### src/rtl/freq_pair_sequencer.sv
// Streams reference/song frequency pairs from a small register table into a FIFO.
// Build option FREQ_SEQ_LOOP_EN enables continuous looping of passes under loop_en.
module freq_pair_sequencer #(
    parameter int FREQ_W = 15,
    parameter int DEPTH  = 8,
    parameter int IDX_W  = 3
) (
    input  logic              clk,
    input  logic              rst,
    input  logic              tbl_we,
    input  logic [IDX_W-1:0]  tbl_addr,
    input  logic [FREQ_W-1:0] tbl_ref,
    input  logic [FREQ_W-1:0] tbl_song,
    input  logic [IDX_W:0]    len,
    input  logic              start,
    input  logic              abort,
    input  logic              loop_en,
    input  logic              full,
    output logic              wr_en,
    output logic [FREQ_W-1:0] ref_freq,
    output logic [FREQ_W-1:0] song_freq,
    output logic [IDX_W-1:0]  index,
    output logic              busy,
    output logic              done,
    output logic [7:0]        pass_cnt
);

    typedef enum logic {
        IDLE = 1'b0,
        RUN  = 1'b1
    } state_t;

    localparam logic [IDX_W-1:0] IDX_ONE   = 1;
    localparam logic [IDX_W:0]   LEN_ONE   = 1;
    localparam logic [IDX_W:0]   DEPTH_LEN = DEPTH[IDX_W:0];

    state_t            state_q;
    logic [IDX_W-1:0]  index_q;
    logic [IDX_W:0]    len_q;
    logic [7:0]        pass_cnt_q;
    logic              done_q;

    logic [FREQ_W-1:0] ref_mem  [DEPTH];
    logic [FREQ_W-1:0] song_mem [DEPTH];

    logic last_write;
    logic loop_active;

`ifdef FREQ_SEQ_LOOP_EN
    assign loop_active = loop_en;
`else
    logic unused_loop_en;
    assign unused_loop_en = loop_en;
    assign loop_active    = 1'b0;
`endif

    assign wr_en      = (state_q == RUN) & ~full & ~abort;
    assign last_write = wr_en & ({1'b0, index_q} == (len_q - LEN_ONE));
    assign ref_freq   = ref_mem[index_q];
    assign song_freq  = song_mem[index_q];
    assign index      = index_q;
    assign busy       = (state_q == RUN);
    assign done       = done_q;
    assign pass_cnt   = pass_cnt_q;

    // Table is deliberately unreset so contents survive resets and passes.
    always_ff @(posedge clk) begin
        if (tbl_we && (state_q == IDLE) && ({1'b0, tbl_addr} < DEPTH_LEN)) begin
            ref_mem[tbl_addr]  <= tbl_ref;
            song_mem[tbl_addr] <= tbl_song;
        end
    end

    always_ff @(posedge clk or posedge rst) begin
        if (rst) begin
            state_q    <= IDLE;
            index_q    <= '0;
            len_q      <= DEPTH_LEN;
            pass_cnt_q <= '0;
            done_q     <= 1'b0;
        end else begin
            done_q <= 1'b0;
            case (state_q)
                IDLE: begin
                    if (start && !abort) begin
                        state_q    <= RUN;
                        index_q    <= '0;
                        pass_cnt_q <= '0;
                        // Zero or oversized lengths fall back to the whole table.
                        if ((len == '0) || (len > DEPTH_LEN)) len_q <= DEPTH_LEN;
                        else                                  len_q <= len;
                    end
                end
                RUN: begin
                    if (abort) begin
                        state_q <= IDLE;
                        index_q <= '0;
                    end else if (last_write) begin
                        index_q <= '0;
                        done_q  <= 1'b1;
                        if (pass_cnt_q != 8'hFF) pass_cnt_q <= pass_cnt_q + 8'd1;
                        if (!loop_active) state_q <= IDLE;
                    end else if (wr_en) begin
                        index_q <= index_q + IDX_ONE;
                    end
                end
                default: state_q <= IDLE;
            endcase
        end
    end

endmodule
### config.mk
export PLATFORM = sky130hd
export DESIGN_NAME = freq_pair_sequencer
export DESIGN_NICKNAME = d
export VERILOG_FILES = /design/src/rtl/freq_pair_sequencer.sv
export SDC_FILE = /design/constraint.sdc
export NUM_CORES = 1
export LEC_CHECK = 0
export ABC_AREA = 0
export CAP_MARGIN = 0
export CELL_PAD_IN_SITES_DETAIL_PLACEMENT = 1
export CELL_PAD_IN_SITES_GLOBAL_PLACEMENT = 1
export CORE_MARGIN = 2
export CORE_UTILIZATION = 54
export DETAILED_ROUTE_END_ITERATION = 8
export GPL_TIMING_DRIVEN = 0
export MAX_ROUTING_LAYER = met4
export PLACE_DENSITY = 0.82
export SLEW_MARGIN = 10
export SYNTH_ARGS = -nofsm -noshare
export SYNTH_HDL_FRONTEND = slang
export SYNTH_SLANG_ARGS = --single-unit
### constraint.sdc
create_clock -name clk -period 7.5 [get_ports clk]
set_input_delay 0.75 -clock clk [delete_from_list [all_inputs] [get_ports clk]]
set_output_delay 0.75 -clock clk [all_outputs]
set_load 0.01 [all_outputs]
==> results of run 1 <==
[logic make-up (layout without fill, tap and decap cells)]
family / count (synthesis) / count (layout) / share of synthesized area
fa+ha+maj: 3 / 3 / 0.00372
xor+xnor: 3 / 3 / 0.00261
simple gates: 62 / 62 / 0.0338
buf+inv: 29 / 189 / 0.0129
mux: 90 / 90 / 0.168
compound gates: 31 / 31 / 0.0220
flops: 257 / 257 / 0.757
[power by group through the flow]
stage               clock network (mW)  registers (mW)  logic [mW]
finish                            1.22            1.63       0.503
global route                      1.28            1.64       0.542
CTS                               1.24            1.63       0.512
detailed placement                   0            1.66       0.508
global placement                     0            1.66       0.477
floorplan                            0            1.66       0.296
[metrics by stage]
step	worst slack, ns	setup TNS, ns	hold WS [ns]	area [um2]	instances
2_1_floorplan	3.17	0	0.444	10100	475
3_3_place_gp	-0.0173	-0.401	0.460	11200	790
3_5_place_dp	4.14	0	0.485	11500	814
4_1_cts	3.69	0	0.494	12300	864
5_1_grt	3.61	0	0.525	12300	864
6_report	3.68	0	0.494	12300	864
[worst paths after layout]
check                           startpoint             end  slack [ns]  cells past startpoint
worst max-delay path              index[1]    song_freq[2]        3.68                      5
worst min-delay path              len_q[3]        len_q[3]        0.49                      2
worst max register to register        busy  ref_mem[4][13]        4.52                      7
worst min register to register    len_q[3]        len_q[3]        0.49                      2
max in group asynchronous              rst        len_q[1]        6.42                      2
min in group asynchronous              rst     pass_cnt[6]        0.64                      2
[metal layers]
| metal | GRT usage | wire (um) |
|---|---|---|
| met1 | 0.318 | 9210 |
| met2 | 0.419 | 12200 |
| met3 | 0.0408 | 920 |
| met4 | 0.0626 | 480 |
| met5 | - | 0 |
[flip-flops by register name, indices dropped and copies added, names as in the netlist]
signal and count:
busy 1, done 1, index 3, len_q 4, pass_cnt 8, ref_mem 120, song_mem 120
[worst register-to-register path, stage by stage, from the launching register on]
cell,delay [ns]
dfrtp_1,0.45
clkbuf_1,0.25
clkbuf_1,0.31
nor4_2,0.86
buf_6,0.24
buf_4,0.19
buf_4,0.19
buf_4,0.19
[final cells by class]
| type | count | area (um2) |
|---|---|---|
| clock buffers | 35 | 706 |
| repair buffers | 110 | 1130 |
| well taps | 229 | 287 |
| clock inverters | 15 | 95.1 |
| multi-input cells | 189 | 2360 |
| inverters | 7 | 26.3 |
| plain buffers | 22 | 104 |
| fillers | 1497 | 5800 |
| flip-flops and latches | 257 | 7630 |
[cells in the final DEF (no fill, tap or decap), drive strengths merged, types with 2 or more instances in the layout]
cell / instances
edfxtp: 240
clkdlybuf4s50: 86
mux4: 60
clkbuf: 47
buf: 34
mux2: 30
dfrtp: 16
nand2: 15
clkinv: 13
nor2: 11
inv: 8
o21ai: 8
nand3b: 6
nor3: 6
nand3: 5
nand2b: 4
a21oi: 4
xnor2: 3
nand4: 3
a31oi: 3
ha: 3
nor4: 3
o211a: 2
o211ai: 2
o311ai: 2
or4: 2
==> reports/results.tsv, run 1 <==
stage	metric	value	unit
clock_tree	cts_hold_buf	0	
critical_path	path_class	reg -> out	
layout	area_growth	22.5	%
timing	setup_viol	0	
timing	tightest_slew	0.889	ns
clock_tree	clock_sinks	257	
global_route	grt_max_degree	22	
detailed_routing	route.detailed.wl_per_inst	26.4	um
synthesis	syn_avg_cell_area	21.2	um2
timing	fin_crit	3.82	ns
critical_path	crit_arrival	3.07	ns
status	status	completed	
synthesis	syn-cell-area	10100	um2
power_and_ir_drop	p_total	3.36	mW
detailed_routing	drc	0	
placed_design	gp_congestion	0.785	
timing	rsz0062_at_grt	no	
clock_tree	postCtsSetupBuffers	0	
worst_hold_path	min_path_type	reg -> reg	
timing	drv_slew	0	
timing	fmax	262	MHz
clock_tree	h-tree-depth	1	
synthesis	syn_nets	522	
detailed_routing	drt_iter0_drc	345	
detailed_routing	firstDrtPassIters	4	
layout	drive_gt1_frac	0.272	
detailed_routing	vias	5223	
clock_tree	post_cts_resized	0	
synthesis	ys_ff_latch	257	
synthesis	yosys_most_used_dff	edfxtp_1	
synthesis	yosysMostFrequentCell	edfxtp_1	
die	io_pins	88	
timing	clock_skew	0.0132	ns
synthesis	synth_top_cell_area_share	0.715	
synthesis	yosys.area.top_type	edfxtp_1	
detailed_routing	antenna_left	0	
power_and_ir_drop	p_switching	786	uW
critical_path	cp_slowest_cell	clkbuf_1	
critical_path	critPathTopFamily	buffers and inverters	
clock_tree	clock_path_buffers	3	
synthesis	async_reset_ff_frac	0.0661	
die	start_util	0.555	
power_and_ir_drop	power_frac_comb	0.150	
synthesis	synth_area_leaders	edfxtp_1, mux4_2, dfrtp_1, mux2_2, nand2_1	
critical_path	cp.buffers_inverters	3	
critical_path	crit_fanout	10	
power_and_ir_drop	clkPwrFrac	0.363	
die	fp.dieH	141	um
die	die_w	141	um
global_route	grt_pass1_wl	35.2	mm
global_route	antenna_found_initial	0	
die	core_area	18100	um2
synthesis	yosysUniqueCellTypes	46	
power_and_ir_drop	p_seq_frac	0.487	
timing	fin_crit_sh	0.509	
power_and_ir_drop	cell_internal_pwr	2.57	mW
power_and_ir_drop	power_density	272	nW/um2
clock_tree	worstSkewPairLatency	0.53	ns
layout	layout.nets	661	
die	die_area	19800	um2
synthesis	synth_commonest_cells	edfxtp_1, mux4_2, mux2_2	
run	drv_cap	0	
global_route	grt_pass1_vias	5849	
critical_path	startpoint_type	flop	
detailed_routing	drt_wl_total	22.8	mm
critical_path	path_cells	buf_2 -> clkbuf_1 -> mux4_2 -> mux2_2 -> clkdlybuf4s50_1	
timing	finalHoldViolations	0	
clock_tree	cts_buffers	27	
detailed_routing	via_per_inst	6.05	
power_and_ir_drop	swShare	0.234	
clock_tree	cts-root-buf	clkbuf_16	
critical_path	endpoint_kind	primary output	
placed_design	io_buffers	86	
layout	n_antenna_cell	0	
critical_path	worst_ep_required_time	6.75	ns
layout	utilization	0.681	
clock_tree	clk_pin_slew	0.06	ns
global_route	grt_usage	0.247	
synthesis	yosysWarningCount	0	
die	rows	49	
power_and_ir_drop	ir_drop	0.222	mV
clock_tree	cts_tree	done	
power_and_ir_drop	p_leak	4.01	nW
timing	slew-limit-headroom	0.403	
critical_path	max_stage_delay	0.68	ns
synthesis	ys_seq_area_frac	0.757	
global_route	grt_remaining_overflow	0	
synthesis	syn_inst	475	
placed_design	dp_hpwl	15.3	mm
synthesis	synth_edf_count	240	
Power figures use the tool's default switching activity.
==> inputs of run 2 (changes only) <==
--- a/config.mk
+++ b/config.mk
@@ -10,11 +10,11 @@
 export CELL_PAD_IN_SITES_DETAIL_PLACEMENT = 1
 export CELL_PAD_IN_SITES_GLOBAL_PLACEMENT = 1
 export CORE_MARGIN = 2
-export CORE_UTILIZATION = 54
+export CORE_UTILIZATION = 45
 export DETAILED_ROUTE_END_ITERATION = 8
 export GPL_TIMING_DRIVEN = 0
 export MAX_ROUTING_LAYER = met4
-export PLACE_DENSITY = 0.82
+export PLACE_DENSITY = 0.73
 export SLEW_MARGIN = 10
 export SYNTH_ARGS = -nofsm -noshare
 export SYNTH_HDL_FRONTEND = slang
==> constraint.sdc (replaced) <==
create_clock -name clk -period 3.1 [get_ports clk]
set_input_delay 0.31 -clock clk [delete_from_list [all_inputs] [get_ports clk]]
set_output_delay 0.31 -clock clk [all_outputs]
set_load 0.01 [all_outputs]
==> run 2 against run 1 <==
  * Combinational power rose to 2.5 times the previous value
  * Global-route usage down 4.5 points
  * Power rose to 2.5 times the previous value
  * Register-to-register slack worse by 3.9 ns
  * Worst setup slack worse by 3.6 ns
==> reports/results.tsv, run 2 (same netlist as run 1, synthesis figures left out) <==
stage	metric	value	unit	change
status	status	completed		
detailed_routing	firstDrtPassIters	4		unchanged
layout	drive_gt1_frac	0.292		+0.0196
die	core_area	21900	um2	+21%
power_and_ir_drop	clkPwrFrac	0.386		+0.023
detailed_routing	vias	5169		-1.0%
run	drv_cap	0		unchanged
timing	setup_viol	0		unchanged
critical_path	cp_slowest_cell	mux4_2		
power_and_ir_drop	p_leak	4.07	nW	+1.5%
critical_path	startpoint_type	flop		
detailed_routing	via_per_inst	5.67		-6.1%
placed_design	io_buffers	86		unchanged
placed_design	gp_congestion	0.755		-3.9%
detailed_routing	route.detailed.wl_per_inst	24.4	um	-7.6%
clock_tree	clock_path_buffers	3		unchanged
power_and_ir_drop	cell_internal_pwr	6.53	mW	+150%
global_route	antenna_found_initial	1		+1
global_route	grt_pass1_vias	5579		-4.6%
timing	fin_tns_setup	0	ns	unchanged
clock_tree	cts_tree	done		
critical_path	endpoint_kind	primary output		
die	fp.dieH	154	um	+9.3%
timing	fin_crit	3.03	ns	
critical_path	crit_arrival	2.72	ns	-0.35 ns
power_and_ir_drop	p_seq_frac	0.465		-0.022
timing	fin_crit_sh	0.978		
die	die_area	23600	um2	+19%
power_and_ir_drop	power_density	675	nW/um2	+150%
die	start_util	0.460		-0.0950
power_and_ir_drop	swShare	0.232		-0.00194
timing	clock_skew	0.00889	ns	-0.00426 ns
critical_path	path_cells	buf_6 -> buf_6 -> mux4_2 -> mux2_2 -> clkdlybuf4s50_1		
layout	layout.nets	656		-0.76%
timing	finalHoldViolations	0		unchanged
timing	slew-limit-headroom	0.424		+0.0214
timing	drv_slew	0		unchanged
critical_path	crit_fanout	10		unchanged
power_and_ir_drop	ir_drop	0.479	mV	+120%
critical_path	path_class	reg -> out		
timing	layout_setup_ws	0.0688	ns	-3.61 ns
global_route	grt_remaining_overflow	0		unchanged
detailed_routing	drt_wl_total	22.2	mm	-2.5%
clock_tree	cts-root-buf	clkbuf_16		
placed_design	pre_cts_ws	0.299	ns	-3.84 ns
detailed_routing	drt_iter0_drc	430		+25%
power_and_ir_drop	p_switching	1.97	mW	+150%
clock_tree	clk_pin_slew	0.06	ns	about the same
clock_tree	clock_sinks	257		unchanged
die	io_pins	88		unchanged
placed_design	dp_hpwl	14.4	mm	-6.2%
die	die_w	154	um	+9.3%
global_route	grt_pass1_wl	34.9	mm	-0.94%
die	rows	54		+10%
global_route	grt_usage	0.202		-0.0453
clock_tree	h-tree-depth	1		unchanged
detailed_routing	antenna_left	0		unchanged
critical_path	worst_ep_required_time	2.79	ns	-3.96 ns
power_and_ir_drop	power_frac_comb	0.148		-0.002
layout	mostFrequentLayoutCells	edfxtp_1, clkdlybuf4s50_1, mux4_2		
global_route	grt_max_degree	20		-9.1%
layout	area_growth	25.0	%	
timing	tightest_slew	0.859	ns	-0.0294 ns
critical_path	max_stage_delay	0.52	ns	-0.16 ns
clock_tree	worstSkewPairLatency	0.54	ns	about the same
placed_design	place_area	11600	um2	+0.49%
detailed_routing	drc	0		unchanged
worst_hold_path	min_path_type	in -> async		
layout	final_area	12600	um2	+2.0%
timing	fmax	330	MHz	
critical_path	crit_top_cell	buf_6		
clock_tree	cts_buffers	27		unchanged
timing	rsz0062_at_grt	yes		
layout	layout_commonest_cell	edfxtp_1		
critical_path	reg2regPathDepth	4		-3
run 2: per-stage QoR:
step / power, mW / util / cells / hold slack (ns)
after floorplan: 4.74 / - / 475 / 0.235
after global routing: 8.81 / 0.575 / 911 / 0.249
after CTS: 8.57 / 0.574 / 910 / 0.190
final: 8.50 / 0.575 / 911 / 0.176
after detailed placement: 5.25 / 0.530 / 860 / 0.472
after global placement: 5.19 / 0.516 / 841 / 0.465
run 2: path summary, 6_finish.rpt:
| kind | from | end | slack [ns] |
|---|---|---|---|
| worst max-delay path | index[0] | song_freq[14] | 0.07 |
| worst min-delay path | rst | len_q[2] | 0.18 |
| worst max register to register | busy | song_mem[6][13] | 0.62 |
| worst min register to register | len_q[3] | len_q[3] | 0.48 |
| max in group asynchronous | rst | pass_cnt[1] | 2.48 |
| min in group clk | len[1] | len_q[1] | 0.40 |
run 2: layout make-up:
| type | count | area [um2] |
|---|---|---|
| Timing Repair Buffer | 105 | 1110 |
| Sequential cell | 257 | 7630 |
| Antenna cell | 1 | 2.50 |
| Inverter | 7 | 26.3 |
| Clock inverter | 22 | 244 |
| Multi-Input combinational cell | 189 | 2380 |
| Clock buffer | 28 | 679 |
| Buffer | 22 | 169 |
| Tap cell | 280 | 350 |
| Fill cell | 1889 | 9300 |
run 2: power by group through the flow:
stage	clock (mW)	combinational [mW]	sequential, mW
6_report	3.28	1.26	3.95
5_1_grt	3.48	1.37	3.96
4_1_cts	3.35	1.26	3.95
3_5_place_dp	0	1.23	4.02
3_3_place_gp	0	1.17	4.02
2_1_floorplan	0	0.718	4.02
run 2: repair_timing:
| action | CTS | global route |
|---|---|---|
| buffers inserted | 0 | 0 |
| hold buffers | 0 | 0 |
| gates resized for setup | 14 | 14 |
| endpoints found under the setup margin | 30 | 30 |
| gates cloned | 0 | 0 |
| endpoints found under the hold margin | 0 | 0 |
run 2: worst max-delay path, delay by kind of cell (launching register included):
| family | cells | cell delay (ns) |
|---|---|---|
| flip-flops | 1 | 0.43 |
| buffers and inverters | 3 | 0.91 |
| multiplexers | 2 | 0.83 |
run 2: routing by layer:
layer / up-vias / part of all wire / GRT usage / routed length, um
li1: 2253 / - / - / -
met1: 2708 / 0.41 / 0.262 / 9030
met2: 170 / 0.51 / 0.334 / 11400
met3: 38 / 0.057 / 0.0369 / 1270
met4: 0 / 0.022 / 0.0511 / 492
met5: - / 0 / - / 0
